**src/rtl/pipeline_pkg.sv**
```systemverilog
// rtl/pipeline_pkg.sv - shared pipeline types for the commit trace buffer
package pipeline_pkg;

    localparam int REG_ADDR_W   = 5;
    localparam int TRACE_ADDR_W = 32;
    localparam int TRACE_DATA_W = 32;

    typedef struct packed {
        logic [TRACE_ADDR_W-1:0] pc;
        logic                    regWrite;
        logic [REG_ADDR_W-1:0]   writeReg;
        logic [TRACE_DATA_W-1:0] data;
    } trace_entry_t;

    typedef enum logic [1:0] {
        CAPTURE = 2'd0,
        POST    = 2'd1,
        FROZEN  = 2'd2
    } trace_state_t;

endpackage

```
**src/rtl/commit_trace_buffer_if.sv**
```systemverilog
// rtl/commit_trace_buffer_if.sv - commit input and first-word-fall-through read port bundle
interface commit_trace_buffer_if
    import pipeline_pkg::*;
#(
    parameter int ADDR_W = 32,
    parameter int DATA_W = 32
) ();

    logic                  CommitValid;
    logic [ADDR_W-1:0]     CommitPC;
    logic                  CommitRegWrite;
    logic [REG_ADDR_W-1:0] CommitWriteReg;
    logic [DATA_W-1:0]     CommitWriteData;

    logic                  RdReady;
    logic                  RdValid;
    logic [ADDR_W-1:0]     RdPC;
    logic                  RdRegWrite;
    logic [REG_ADDR_W-1:0] RdWriteReg;
    logic [DATA_W-1:0]     RdWriteData;

    modport master (
        output CommitValid, CommitPC, CommitRegWrite, CommitWriteReg, CommitWriteData, RdReady,
        input  RdValid, RdPC, RdRegWrite, RdWriteReg, RdWriteData
    );

    modport slave (
        input  CommitValid, CommitPC, CommitRegWrite, CommitWriteReg, CommitWriteData, RdReady,
        output RdValid, RdPC, RdRegWrite, RdWriteReg, RdWriteData
    );

endinterface

```
**src/rtl/trace_ram.sv**
```systemverilog
// rtl/trace_ram.sv - DEPTH x WIDTH storage, synchronous write, asynchronous read
module trace_ram #(
    parameter int DEPTH = 16,
    parameter int WIDTH = 70,
    localparam int PTR_W = $clog2(DEPTH)
) (
    input  logic             Clk,
    input  logic             WrEn,
    input  logic [PTR_W-1:0] WrAddr,
    input  logic [WIDTH-1:0] WrData,
    input  logic [PTR_W-1:0] RdAddr,
    output logic [WIDTH-1:0] RdData
);

    logic [WIDTH-1:0] mem [DEPTH];

    always_ff @(posedge Clk) begin
        if (WrEn) begin
            mem[WrAddr] <= WrData;
        end
    end

    assign RdData = mem[RdAddr];

endmodule

```
**src/rtl/commit_trace_buffer.sv**
```systemverilog
// rtl/commit_trace_buffer.sv - retired-instruction trace buffer with wrap/stop capture
// and an optional PC trigger enabled by COMMIT_TRACE_TRIGGER_EN.
module commit_trace_buffer
    import pipeline_pkg::*;
#(
    parameter int DEPTH     = 16,
    parameter int ADDR_W    = 32,
    parameter int DATA_W    = 32,
    parameter int POST_TRIG = 8
) (
    input  logic                   Clk,
    input  logic                   Reset,
    input  logic                   Mode,
    input  logic                   Arm,
    input  logic [ADDR_W-1:0]      TrigPC,
    commit_trace_buffer_if.slave   bus,
    output logic [$clog2(DEPTH):0] Count,
    output logic                   Overflow,
    output logic                   Frozen,
    output logic [ADDR_W-1:0]      PCDisplay,
    output logic [DATA_W-1:0]      WriteDataDisplay
);

    localparam int PTR_W = $clog2(DEPTH);
    localparam logic [PTR_W:0]   FULL_COUNT = (PTR_W+1)'(DEPTH);
    localparam logic [PTR_W:0]   ONE_CNT    = (PTR_W+1)'(1);
    localparam logic [PTR_W-1:0] ONE_PTR    = PTR_W'(1);

    typedef struct packed {
        logic [ADDR_W-1:0]     pc;
        logic                  regWrite;
        logic [REG_ADDR_W-1:0] writeReg;
        logic [DATA_W-1:0]     data;
    } entry_t;

    logic [PTR_W-1:0] wrPtr, rdPtr;
    logic             captureOn, push, pop, full, wrEn;
    entry_t           wrEntry, rdEntry;

    assign full        = (Count == FULL_COUNT);
    assign bus.RdValid = (Count != '0);
    assign push        = bus.CommitValid && captureOn;
    assign pop         = bus.RdValid && bus.RdReady;
    // Only a stop-mode push into a full buffer with no pop is dropped.
    assign wrEn        = push && !(full && !pop && Mode);

    assign wrEntry = '{pc: bus.CommitPC, regWrite: bus.CommitRegWrite,
                       writeReg: bus.CommitWriteReg, data: bus.CommitWriteData};

    trace_ram #(.DEPTH(DEPTH), .WIDTH($bits(entry_t))) ram (
        .Clk    (Clk),
        .WrEn   (wrEn),
        .WrAddr (wrPtr),
        .WrData (wrEntry),
        .RdAddr (rdPtr),
        .RdData (rdEntry)
    );

    assign bus.RdPC        = rdEntry.pc;
    assign bus.RdRegWrite  = rdEntry.regWrite;
    assign bus.RdWriteReg  = rdEntry.writeReg;
    assign bus.RdWriteData = rdEntry.data;

    always_ff @(posedge Clk or posedge Reset) begin
        if (Reset) begin
            wrPtr            <= '0;
            rdPtr            <= '0;
            Count            <= '0;
            Overflow         <= 1'b0;
            PCDisplay        <= '0;
            WriteDataDisplay <= '0;
        end else begin
            if (wrEn) begin
                wrPtr <= wrPtr + ONE_PTR;
            end
            // A wrap-mode overwrite retires the oldest entry just like a pop.
            if (pop || (wrEn && full)) begin
                rdPtr <= rdPtr + ONE_PTR;
            end
            if (wrEn && !pop && !full) begin
                Count <= Count + ONE_CNT;
            end else if (pop && !wrEn) begin
                Count <= Count - ONE_CNT;
            end
            if (push && full && !pop) begin
                Overflow <= 1'b1;
            end else if (Arm) begin
                Overflow <= 1'b0;
            end
            if (bus.CommitValid) begin
                PCDisplay        <= bus.CommitPC;
                WriteDataDisplay <= bus.CommitWriteData;
            end
        end
    end

`ifdef COMMIT_TRACE_TRIGGER_EN
    localparam logic [PTR_W-1:0] POST_LOAD = PTR_W'(POST_TRIG);

    trace_state_t     state, stateNext;
    logic             armed, armedNext;
    logic [PTR_W-1:0] postCnt, postCntNext;

    always_ff @(posedge Clk or posedge Reset) begin
        if (Reset) begin
            state   <= CAPTURE;
            armed   <= 1'b0;
            postCnt <= '0;
        end else begin
            state   <= stateNext;
            armed   <= armedNext;
            postCnt <= postCntNext;
        end
    end

    always_comb begin
        stateNext   = state;
        armedNext   = armed;
        postCntNext = postCnt;
        unique case (state)
            CAPTURE: begin
                if (push && armed && (bus.CommitPC == TrigPC)) begin
                    armedNext   = 1'b0;
                    postCntNext = POST_LOAD;
                    stateNext   = (POST_LOAD == '0) ? FROZEN : POST;
                end
            end
            POST: begin
                if (push) begin
                    postCntNext = postCnt - ONE_PTR;
                    if (postCnt == ONE_PTR) begin
                        stateNext = FROZEN;
                    end
                end
            end
            FROZEN: begin
                if (Arm) begin
                    stateNext = CAPTURE;
                end
            end
            default: stateNext = CAPTURE;
        endcase
        // Applied after the trigger check so a same-cycle match sees the old flag.
        if (Arm) begin
            armedNext = 1'b1;
        end
    end

    assign captureOn = (state != FROZEN);
    assign Frozen    = (state == FROZEN);
`else
    logic unusedTrig;
    assign unusedTrig = (^TrigPC) ^ (POST_TRIG > 0);
    assign captureOn  = 1'b1;
    assign Frozen     = 1'b0;
`endif

endmodule

```
**src/flat_wrapper.sv**
```systemverilog
// flat-port wrapper written by rule: the top's interface ports become plain ports
module commit_trace_buffer_flat import pipeline_pkg::*;
#(
    parameter int DEPTH     = 16,
    parameter int ADDR_W    = 32,
    parameter int DATA_W    = 32,
    parameter int POST_TRIG = 8
)
  (Clk, Reset, Mode, Arm, TrigPC, Count, Overflow, Frozen, PCDisplay, WriteDataDisplay, bus_CommitValid, bus_CommitPC, bus_CommitRegWrite, bus_CommitWriteReg, bus_CommitWriteData, bus_RdReady, bus_RdValid, bus_RdPC, bus_RdRegWrite, bus_RdWriteReg, bus_RdWriteData);
  commit_trace_buffer_if #(.ADDR_W(ADDR_W), .DATA_W(DATA_W)) bus_i ();
  input  logic Clk;
  input  logic Reset;
  input  logic Mode;
  input  logic Arm;
  input  logic [ADDR_W-1:0] TrigPC;
  output logic [$clog2(DEPTH):0] Count;
  output logic Overflow;
  output logic Frozen;
  output logic [ADDR_W-1:0] PCDisplay;
  output logic [DATA_W-1:0] WriteDataDisplay;
  input wire logic [$bits(bus_i.CommitValid)-1:0] bus_CommitValid;
  input wire logic [$bits(bus_i.CommitPC)-1:0] bus_CommitPC;
  input wire logic [$bits(bus_i.CommitRegWrite)-1:0] bus_CommitRegWrite;
  input wire logic [$bits(bus_i.CommitWriteReg)-1:0] bus_CommitWriteReg;
  input wire logic [$bits(bus_i.CommitWriteData)-1:0] bus_CommitWriteData;
  input wire logic [$bits(bus_i.RdReady)-1:0] bus_RdReady;
  output wire logic [$bits(bus_i.RdValid)-1:0] bus_RdValid;
  output wire logic [$bits(bus_i.RdPC)-1:0] bus_RdPC;
  output wire logic [$bits(bus_i.RdRegWrite)-1:0] bus_RdRegWrite;
  output wire logic [$bits(bus_i.RdWriteReg)-1:0] bus_RdWriteReg;
  output wire logic [$bits(bus_i.RdWriteData)-1:0] bus_RdWriteData;
  assign bus_i.CommitValid = bus_CommitValid;
  assign bus_i.CommitPC = bus_CommitPC;
  assign bus_i.CommitRegWrite = bus_CommitRegWrite;
  assign bus_i.CommitWriteReg = bus_CommitWriteReg;
  assign bus_i.CommitWriteData = bus_CommitWriteData;
  assign bus_i.RdReady = bus_RdReady;
  assign bus_RdValid = bus_i.RdValid;
  assign bus_RdPC = bus_i.RdPC;
  assign bus_RdRegWrite = bus_i.RdRegWrite;
  assign bus_RdWriteReg = bus_i.RdWriteReg;
  assign bus_RdWriteData = bus_i.RdWriteData;
  commit_trace_buffer #(.DEPTH(DEPTH), .ADDR_W(ADDR_W), .DATA_W(DATA_W), .POST_TRIG(POST_TRIG)) u_core (.Clk(Clk), .Reset(Reset), .Mode(Mode), .Arm(Arm), .TrigPC(TrigPC), .bus(bus_i), .Count(Count), .Overflow(Overflow), .Frozen(Frozen), .PCDisplay(PCDisplay), .WriteDataDisplay(WriteDataDisplay));
endmodule
```
**config.mk**
```make
export PLATFORM = sky130hd
export DESIGN_NAME = commit_trace_buffer_flat
export DESIGN_NICKNAME = d
export VERILOG_FILES = /design/src/rtl/pipeline_pkg.sv /design/src/rtl/commit_trace_buffer_if.sv /design/src/rtl/trace_ram.sv /design/src/rtl/commit_trace_buffer.sv /design/src/flat_wrapper.sv
export SDC_FILE = /design/constraint.sdc
export NUM_CORES = 1
export LEC_CHECK = 0
export CAP_MARGIN = 0
export CORE_UTILIZATION = 54
export DETAILED_ROUTE_END_ITERATION = 6
export GPL_TIMING_DRIVEN = 0
export PLACE_DENSITY = 0.76
export SETUP_SLACK_MARGIN = 0.3
export SLEW_MARGIN = 10
export SYNTH_ARGS = -nofsm -noshare
export SYNTH_HDL_FRONTEND = slang
export SYNTH_SLANG_ARGS = --single-unit
```
**constraint.sdc**
```tcl
create_clock -name Clk -period 3.5 [get_ports Clk]
set_clock_uncertainty 0.1 [all_clocks]
set_input_delay 0.7 -clock Clk [delete_from_list [all_inputs] [get_ports Clk]]
set_output_delay 0.7 -clock Clk [all_outputs]
set_load 0.01 [all_outputs]
```
* After elaboration in Yosys (flattened, before gate mapping) *
Memory sizes are Yosys's and may differ from the RTL's.
Cells that the tools add are included.
W data, S select, Z words.

word-level totals
  flip-flop bits (word level) = 78
  input bits = 108
  output and inout bits = 142
  logic and storage cells = 36
  RAM bits = 1120
  memories = 1

memories
  name            words  bits a word  read ports  clocked after memory_dff  wr ports  RTL line         text
  u_core.ram.mem  16     70           1           0                         1         trace_ram.sv:15  logic [WIDTH-1:0] mem [DEPTH];

operators by class
  add/subtract/negate cells = 4
  muxes and demuxes = 6
  reductions and logical operators = 18
  eq/ne operators = 1

operator list
  kind                   count
  $logic_and A1 B1 Y1    10
  $mux W5                2
  $add A4 B1 Y4 const B  2
  $add A5 B1 Y5 const B  1
  $eq A5 B5 Y1 const B   1
  $reduce_bool A5 Y1     1
  $sub A5 B1 Y5 const B  1
  $logic_not A1 Y1       4
  $mux W1                4
  $reduce_bool A2 Y1     2
  $logic_or A1 B1 Y1     1

* Longest topological paths before layout *
  depth in word-level cells = 11
  gate-level depth with buffers = 8
  mapped depth without buffers = 7

* Cells and area by module *
Synthesis repeated with hierarchy kept, for this count alone.

second synthesis, totals
  cell total of the unflattened synthesis = 1950
  area total of the unflattened synthesis = 45154.6 um2

modules (own cells, without submodules)
  module               area an instance (um2)  cells each  sequential area each (um2)  times used
  trace_ram            41922.7                 1730        33632.3                     1
  commit_trace_buffer  3231.8                  220         1951.9                      1

* Worst setup path after synthesis *
Ideal clock, no wire load.

  path kind = in2reg
  start = in bus_CommitValid
  end = mem u_core.ram.mem[10][0], enable pin
  setup time = 0.435 ns
  cell stages on the path = 5
  arrival = 3.296 ns
  path buffers = 2
  slack = -0.332 ns
  required time = 2.965 ns
  path through = clkbuf_1 buf_2 o31ai_1 nor3b_1 and2_1

between the ends
  word-level cells in the longest chain between the ends = 3

ends and longest elaborated chain
  what                           RTL line                   text
  start: declaration             flat_wrapper.sv:21         input wire logic [$bits(bus_i.CommitValid)-1:0] bus_CommitValid;
  $logic_and A1 B1 Y1            commit_trace_buffer.sv:45  assign wrEn = push && !(full && !pop && Mode);
  $mux W1                        trace_ram.sv:18            if (WrEn) begin
  $mux W1 (implied by the code)  trace_ram.sv:19            mem[WrAddr] <= WrData;
  end: declaration               trace_ram.sv:15

Every way passes these cells.

* Worst setup path in the final report *
  start = reg u_core.rdPtr[0]
  end = out bus_RdPC[24]

between the ends
  word-level cells in the longest chain between the ends = 1

ends and longest elaborated chain
  what                      RTL line                   text
  start: declaration        commit_trace_buffer.sv:36  logic [PTR_W-1:0] wrPtr, rdPtr;
  start signal: assignment  commit_trace_buffer.sv:78  rdPtr <= rdPtr + ONE_PTR;
  $mem_v2 Z16 W70           n/a
  end: declaration          flat_wrapper.sv:28         output wire logic [$bits(bus_i.RdPC)-1:0] bus_RdPC;

Every way passes these cells.

==> results.md <==
* Reg clk slew, reported paths at 70 ps
* Tmin final at 3700 ps
* Effective utilization at floorplan at between 50% and 60%
* Die Y at just under 300 um
* Final worst slack at -205 ps
* LEAKAGE at between 15 and 20 nW
* Most frequent cells in the layout: edfxtp_1, mux2i_2, clkdlybuf4s50_1
* WS Path Type: reg -> out
* Total wire length at ~140000 um
* Pins over their slew limit at 0
* Async SR Flop Fraction at approximately 6.5%
* Total gr overflow at 0
* Unrepaired setup endpoints after global routing: true
* Core box area at between 80000 and 90000 um2
* DRT antenna net count at 0
* Critical path peak fanout at 10
* Status: complete, but fails checks
* Synth Cell Area at 45800 um2
* DR vias at 26332
* Final nets at 2786
* Die width at between 200 and 300 um
* DRC at 0
* Worst path cell trace: clkbuf_16 > buf_12 > buf_12 > mux2i_1 > a221oi_2 > o21ai_0 > nand2_1 > buf_2
* Layout cells sized above 1 at between 30% and 40%
* Layout area overhead at 29.7%
* Crit end category: output port
* Crit path arrival time at 2900 ps
* Worst skew pair latency at just over 700 ps
* Mux cell area share after synthesis at between 10 and 15%
* Commonest non-fill, non-tap cell in the layout: edfxtp_1
* Global-route wire length before repair at around 180000 um
* Pin count of the biggest net entering global routing at 47
* Initial antenna violation count at 4
* Synth Warn # at 0
* CP bufs+invs at 4
* Max incr delay on CP at roughly 440 ps
* Net count after synthesis at 2365
* Ys flop type: edfxtp_1
* WL per Instance at approximately 35 um
* Max IR drop VDD at between 0.6 and 0.7 mV
* Ports at between 200 and 300
* Fin. Hold Viols at 0
* Setup TNS at -1580 ps
* Most frequent CP cell: buf_12
* FF+latch count, synth at around 1200
* DR vias/cell at roughly 6.7
* Fmax at approximately 0.27 GHz
* Detailed router's first-iteration violation count at approximately 3700
* Post-synthesis xor/xnor area fraction at less than 1%
* CTS tree: built
* Hold Buf Count CTS at 0
* CP top delay family: buffers and inverters
* CTS buffer count at 114
* # H-tree levels at 3
* Violated checks: negative setup slack
* Area after DPL at ~50000 um2
* HPWL after detailed placement at 65700 um
* Setup crit start: u_core.rdPtr[0]
* Mapped Cells at ~2200
* Number of synthesized flops with an enable pin at ~1100
* Worst Max-Slew Pin Slew at approximately 1200 ps
* Max-cap violations at 0
* Critical path data required time at between 2000 and 3000 ps
* # setup viols final at 29
* Critical Path Slowest Stage Cell: dfrtp_2
* Post-route cell area at slightly below 60000 um2
* Root Driver: clkbuf_16
* Post-synthesis compound-gate area fraction at around 4.8%
* Vias in the first global route at between 20000 and 30000
* RD Place Congestion at between 0.7 and 0.8
* Adder-Cell Fraction of Synth Area at 0.262%
* Max_slew headroom at roughly 23%
* Drt pass-1 iters at 6
* GRT Total Usage at between 20 and 30%
* Yosys cell types at 40
* Pwr Density at approximately 900 nW/um2
* Simple-gate area share of the yosys netlist at 1.07%
* Die area at ~86000 um2
* Clk buf depth at 3
* Fill count at ~4500
* Startpoint type of the worst setup path: register
* HP Class: in -> async
* Clock sinks at roughly 1200
* Crit share post-route at 106%
* Register area share after synthesis at roughly 78%
* Row cnt at 106
* Avg Inst Size Synth at 20.4 um2
* R2r startpoint: u_core.Count[0]
* Largest family of logic cells by synthesized area: multiplexers
* IO Port Bufs at about 220
-- where the power goes --
group,internal [mW],switching [mW]
Combinational,10.1,12.7
Clock,7.26,5.61
Sequential,17.2,0.552
Total,34.5,18.9
-- registers in the layout (all words and copies together) (netlist names) --
name	flops
u_core.rdPtr	4
u_core.WriteDataDisplay	32
u_core.wrPtr	4
u_core.ram.mem	1120
u_core.PCDisplay	32
u_core.Count	5
u_core.Overflow	1
-- cell usage after synthesis, types with 3 or more instances --
library cell | count | area [um2]
edfxtp_1 | 1120 | 33600
xor2_1 | 4 | 35.0
nor3b_1 | 3 | 22.5
nand2_1 | 76 | 285
clkbuf_1 | 60 | 225
nor3_1 | 3 | 15.0
mux2i_1 | 281 | 2810
dfrtp_1 | 78 | 1950
ha_1 | 8 | 100
inv_1 | 7 | 26.3
a22oi_1 | 70 | 526
buf_2 | 63 | 315
o21ai_0 | 73 | 365
a221oi_1 | 140 | 1230
nor2_1 | 4 | 15.0
mux2_2 | 68 | 766
and2_1 | 16 | 100
mux4_2 | 140 | 3150
buf_1 | 5 | 18.8
xnor2_1 | 5 | 43.8
-- worst paths after layout --
kind	endpoint	slack, ps	cells past startpoint
setup / recovery	bus_RdPC[24]	-200	8
hold / removal	u_core.WriteDataDisplay[4]	310	2
setup reg to reg	u_core.ram.mem[9][14]	480	8
max in group asynchronous	u_core.WriteDataDisplay[24]	2310	3
min in group Clk	u_core.Overflow	370	2
hold reg to reg	u_core.PCDisplay[0]	400	1
-- routing by layer --
layer	up-vias	GRT usage [%]	routed length, um
met5	-	0	31
met4	4	11.2	6330
met3	402	4.74	14500
met2	2146	47.8	69100
met1	13533	37.8	47000
li1	10247	-	-
-- cell families after synthesis --
group           Yosys count
other cells               1
xor+xnor                  9
mux                     489
flops                  1198
compound gates          295
fa+ha+maj                 9
buf+inv                 138
simple gates            109
-- area by class of cell --
cell class	instances	area, um2	area share (%)
inverter	8	32.5	0.0547
antenna	2	5.00	0.00842
buffer	130	1880	3.16
tap	1134	1420	2.39
clock inverter	58	693	1.17
timing repair buffer	296	3440	5.79
multi-input combinational	921	13200	22.2
clock buffer	159	3170	5.34
sequential	1198	35600	59.9
-- what timing repair did --
| action | in CTS | in global routing |
|---|---|---|
| resized for setup | 891 | 405 |
| buffers inserted | 9 | 23 |
| cloned | 11 | 20 |
| endpoints found under the setup margin | 1037 | 730 |
| pin swaps | 106 | 183 |
-- per-stage QoR --
step	util [%]	worst slack [ps]	hold slack, ps	std cells	total power, mW
finish	70.9	-205	315	3906	53.4
global route	70.9	-257	385	3905	54.6
CTS	68.4	5.49	329	3861	49.3
detailed placement	59.7	-1290	395	3624	32.7
global placement	59.0	-1990	388	3597	32.2
floorplan	-	427	400	2248	26.2
No activity file was read; power rests on OpenSTA's default activity.
